$ cat config.mk
export PLATFORM = sky130hd
export DESIGN_NAME = pc_sequencer
export DESIGN_NICKNAME = d
export VERILOG_FILES = /design/src/rtl/pc_sequencer.sv
export SDC_FILE = /design/constraint.sdc
export NUM_CORES = 1
export LEC_CHECK = 0
export ABC_AREA = 1
export CORE_ASPECT_RATIO = 0.8
export CORE_MARGIN = 5
export CORE_UTILIZATION = 56
export DETAILED_ROUTE_END_ITERATION = 8
export PLACE_DENSITY = 0.88
export SLEW_MARGIN = 15
export SYNTH_ARGS = -nofsm -noshare
export SYNTH_HDL_FRONTEND = slang
export SYNTH_SLANG_ARGS = --single-unit
$ cat constraint.sdc
create_clock -name clk -period 2.9 [get_ports clk]
set_input_delay 0.58 -clock clk [delete_from_list [all_inputs] [get_ports clk]]
set_output_delay 0.58 -clock clk [all_outputs]
set_load 0.05 [all_outputs]
$ cat src/rtl/pc_sequencer.sv
// Program-counter unit: sequential advance, stall, relative branch, absolute jump,
// and call/return through a small internal return-address stack with sticky error flags.
module pc_sequencer #(
  parameter int unsigned      WIDTH    = 16,
  parameter int unsigned      STEP     = 1,
  parameter int unsigned      OFF_W    = 8,
  parameter int unsigned      DEPTH    = 4,
  parameter logic [WIDTH-1:0] RESET_PC = '0
) (
  input  logic                         clk,
  input  logic                         rst_n,
  input  logic                         stall,
  input  logic                         jump,
  input  logic [WIDTH-1:0]             jump_addr,
  input  logic                         branch,
  input  logic [OFF_W-1:0]             branch_off,
  input  logic                         call,
  input  logic                         ret,
  input  logic                         clr_err,
  output logic [WIDTH-1:0]             pc,
  output logic [WIDTH-1:0]             next_pc,
  output logic [$clog2(DEPTH+1)-1:0]   sp,
  output logic                         ovf,
  output logic                         unf
);

  localparam int unsigned      SP_W    = $clog2(DEPTH + 1);
  localparam int unsigned      IDX_W   = (DEPTH > 1) ? $clog2(DEPTH) : 1;
  localparam logic [SP_W-1:0]  SP_FULL = SP_W'(DEPTH);
  localparam logic [SP_W-1:0]  SP_ONE  = SP_W'(1);
  localparam logic [WIDTH-1:0] STEP_V  = WIDTH'(STEP);

  logic [WIDTH-1:0] stack [DEPTH];
  logic [WIDTH-1:0] seq_pc;
  logic [WIDTH-1:0] br_pc;
  logic [WIDTH-1:0] off_ext;
  logic [SP_W-1:0]  sp_dec;
  logic [IDX_W-1:0] top_idx;
  logic [IDX_W-1:0] push_idx;
  logic             push;
  logic             pop;
  logic             ovf_set;
  logic             unf_set;
  logic             clr;

  // Wrap-around is intentional: all PC arithmetic is modulo 2**WIDTH.
  assign seq_pc   = pc + STEP_V;
  assign off_ext  = WIDTH'($signed(branch_off));
  assign br_pc    = pc + off_ext;
  assign sp_dec   = sp - SP_ONE;
  assign top_idx  = IDX_W'(sp_dec);
  assign push_idx = IDX_W'(sp);
  assign clr      = clr_err & ~stall;

  always_comb begin
    // NOTE: every output of this block gets a default first so no latch is inferred.
    next_pc = seq_pc;
    push    = 1'b0;
    pop     = 1'b0;
    ovf_set = 1'b0;
    unf_set = 1'b0;
    if (stall) begin
      next_pc = pc;
    end else if (ret) begin
      if (sp != '0) begin
        next_pc = stack[top_idx];
        pop     = 1'b1;
      end else begin
        unf_set = 1'b1;
      end
    end else if (call) begin
      next_pc = jump_addr;
      if (sp != SP_FULL) push = 1'b1;
      else               ovf_set = 1'b1;
    end else if (jump) begin
      next_pc = jump_addr;
    end else if (branch) begin
      next_pc = br_pc;
    end
  end

  // NOTE: state registers use non-blocking assignments so every flop samples pre-edge values.
  always_ff @(posedge clk or negedge rst_n) begin
    if (!rst_n) begin
      pc  <= RESET_PC;
      sp  <= '0;
      ovf <= 1'b0;
      unf <= 1'b0;
    end else begin
      pc <= next_pc;
      if (push)     sp <= sp + SP_ONE;
      else if (pop) sp <= sp - SP_ONE;
      // A same-cycle error event beats the clear.
      ovf <= ovf_set | (ovf & ~clr);
      unf <= unf_set | (unf & ~clr);
    end
  end

  // NOTE: stack storage is deliberately not reset; sp=0 marks every entry invalid.
  always_ff @(posedge clk) begin
    if (push) stack[push_idx] <= seq_pc;
  end

endmodule

==> impl_metrics.csv <==
group,metric,value,unit
run_status,status,"complete, but fails checks",
run_status,violations,"setup timing",
critical_path,required,2.32,ns
synth,netlist_instances,630,
synth,ys.warnings.count,0,
critical_path,crit_fanout,6,
placement,portBuffers,68,
synth,ys_seq_area_share,47.0,%
min_path,hold_path.startpoint,"ovf$_DFF_PN0_",
route,drtAntennaViolNets,0,
synth,syn_area,5210,um2
synth,synthFlopType,"edfxtp_1",
min_path,holdCritPathClass,"flip-flop to flip-flop",
global_route,grt_max_degree,37,
synth,yosys.cell_types.count,41,
critical_path,critPathLaunchType,"flip-flop",
floorplanning,die_area,11300,um2
sta,period_share,114,%
run,cap_violations,0,
sta,worstMarginPinSlew,0.526,ns
sta,setup_ws,-0.402,ns
route,wirelength,21.2,mm
floorplanning,initial_core_util,57.4,%
synth,synthXorXnorAreaFrac,3.12,%
global_route,grt_pass1_vias,5314,
synth,postSynthAreaPerCell,8.26,um2
sta,report.final.slew_viol_count,0,
critical_path,reg2reg_slack,0.41,ns
global_route,antenna_found_initial,0,
sta,rsz0062_at_grt,"true",
synth,yosysTopAreaCellShare,36.9,%
final_layout,diodes,0,
floorplanning,die_h,96.2,um
final_layout,post-route-util,87.3,%
clocking,cts_tree,"yes",
critical_path,crit_path_start,"pc[1]$_DFF_PN0_",
global_route,grt-ovfl-total,0,
sta,tns,-2.28,ns
floorplanning,fp.dieW,118,um
critical_path,cp.arrival,2.72,ns
sta,max_slew_margin,64.8,%
final_layout,drive_above_1_share,35.6,%
power_and_ir_drop,power_leakage,3.38,nW
placement,dpl.hpwl,11.5,mm
synth,async_flop_share,24.7,%
synth,yosys.area_share.simple,23.7,%
synth,synth_compound_area_share,12.9,%
route,drt-initial-drc-count,937,
placement,place_congestion,0.940,
floorplanning,core-area,9080,um2
synth,syn-num-nets,684,
power_and_ir_drop,p_total,9.73,mW
synth,synthAdderAreaFrac,5.43,%
synth,muxShareOfSynthArea,0,%
critical_path,critPathCapture,"next_pc[4]",
floorplanning,rows,31,
critical_path,r2r_end,"pc[10]$_DFF_PN0_",
route,dr_total_vias,5869,
critical_path,worstReg2RegStart,"pc[0]$_DFF_PN0_",
route,via_per_inst,6.49,
floorplanning,io_pins,69,
synth,synth_common_cells,"nand2_1, nor2_1, inv_1, edfxtp_1, o21ai_0",
route,wl_per_cell,23.4,um
global_route,grt_usage,30.6,%
global_route,grt_pass1_wl,27.0,mm
clocking,cts_buffers,9,
final_layout,area_growth,52.2,%
sta,hold_viol,0,
sta,fin_crit,3.30,ns
power_and_ir_drop,ir_drop,892,uV
clocking,clk_pin_slew_worst_paths,0.07,ns
clocking,numClockSinks,85,
power_and_ir_drop,powerDensity,1230,nW/um2
clocking,clock_insertion_delay_worst_skew,0.35,ns
synth,synth-edff-count,64,
clocking,htreeDepth,3,
sta,clock_skew,0.00714,ns
final_layout,final_nets,838,
clocking,clk_path_buf_depth,2,
clocking,cts_root_buf,"clkbuf_16",
critical_path,cp-end-kind,"output port",
critical_path,critPathKind,"flip-flop to output port",
synth,synth_top_family_by_area,"simple AND/OR/NAND/NOR gates",
sta,max_freq,303,MHz
sta,setup_violations,14,
synth,synth_top_area_cell,"edfxtp_1",
critical_path,r2r_cells,15,
synth,synth_seq_cells,85,
synth,ys_top_cells_by_area,"edfxtp_1, nand2_1, dfrtp_1, nor2_1, ha_1",
route,firstDrtPassIters,7,
route,drc,0,
synth,yosysMostFrequentCell,"nand2_1",
[repair_timing]
action,CTS,global route
cloned,0,1
setup buffers,13,22
endpoints found under the hold margin,0,0
resized for setup,102,98
hold buffers,0,0
setup endpoints to repair,16,16
pin swaps,38,59
[layout make-up]
| class | count | area, um2 |
|---|---|---|
| multi-input cells | 452 | 3120 |
| flip-flops and latches | 85 | 2450 |
| repair buffers | 163 | 1630 |
| fillers | 408 | 1150 |
| inverters | 72 | 277 |
| clock buffers | 11 | 233 |
| well taps | 115 | 144 |
| clock inverters | 5 | 58.8 |
| repair inverters | 1 | 7.51 |
[state kept, by name (all words and copies together), names as in the netlist]
register,count
ovf,1
pc,16
sp,3
unf,1
stack,64
[cells in the final DEF (no fill, tap or decap), types with 6 or more instances in the layout]
cell and count:
nand2_1 122, buf_4 75, edfxtp_1 64, nor2_1 62, inv_1 60, o21ai_0 44, clkdlybuf4s50_1 44, nand2_2 30
nand3_1 21, buf_6 19, ha_4 17, o22ai_1 16, dfrtp_1 16, buf_12 16, nor2_2 14, nand2_4 14
nand3_2 12, o21ai_1 10, a21oi_1 10, clkbuf_16 10, inv_2 9, a21oi_2 9, a21oi_4 8, xor2_1 7
o211ai_1 7, nand4_1 6
[logic make-up (layout without fill, tap and decap cells)]
| logic type | count (synthesis) | after routing |
|---|---|---|
| simple gates | 296 | 296 |
| compound gates | 118 | 118 |
| buf+inv | 93 | 252 |
| flops | 85 | 85 |
| fa+ha+maj | 22 | 22 |
| xor+xnor | 16 | 16 |
[worst max-delay path, stage by stage (launching register included)]
cell     delay (ns)
dfrtp_2        0.46
buf_4          0.16
ha_4           0.17
inv_1          0.08
nor2_4         0.20
xor2_4         0.25
inv_1          0.12
o21ai_0        0.24
a21oi_1        0.12
a22oi_2        0.38
buf_12         0.19
[power by group]
group / total (mW) / switching, mW / internal, mW
Combinational: 6.70 / 4.06 / 2.64
Clock: 1.16 / 0.492 / 0.672
Sequential: 1.87 / 0.218 / 1.65
[routing by layer]
metal  GRT usage (%)  vias to the layer above  share of wire, %
met5               0                        -                 0
met4            12.0                        0               8.4
met3            8.11                      187                12
met2            51.7                      598                45
met1            38.0                     2665                35
li1                -                     2419                 -
[worst min path at each step]
stage | endpoint | slack, ns | cells after the start
final | ovf$_DFF_PN0_ | 0.52 | 2
after floorplan | ovf$_DFF_PN0_ | 0.28 | 0
after global routing | ovf$_DFF_PN0_ | 0.59 | 2
after detailed placement | ovf$_DFF_PN0_ | 0.51 | 2
after global placement | ovf$_DFF_PN0_ | 0.49 | 2
after CTS | ovf$_DFF_PN0_ | 0.52 | 2
[per-stage QoR]
step	std cells	setup WS [ns]	instance area [um2]	hold WS [ns]
2_1_floorplan	630	-0.0808	5310	0.284
3_3_place_gp	853	-0.479	6570	0.492
3_5_place_dp	853	-0.570	6570	0.505
4_1_cts	882	-0.117	7390	0.520
5_1_grt	904	-0.406	7920	0.593
6_report	904	-0.402	7920	0.522
Power figures use the tool's default switching activity.
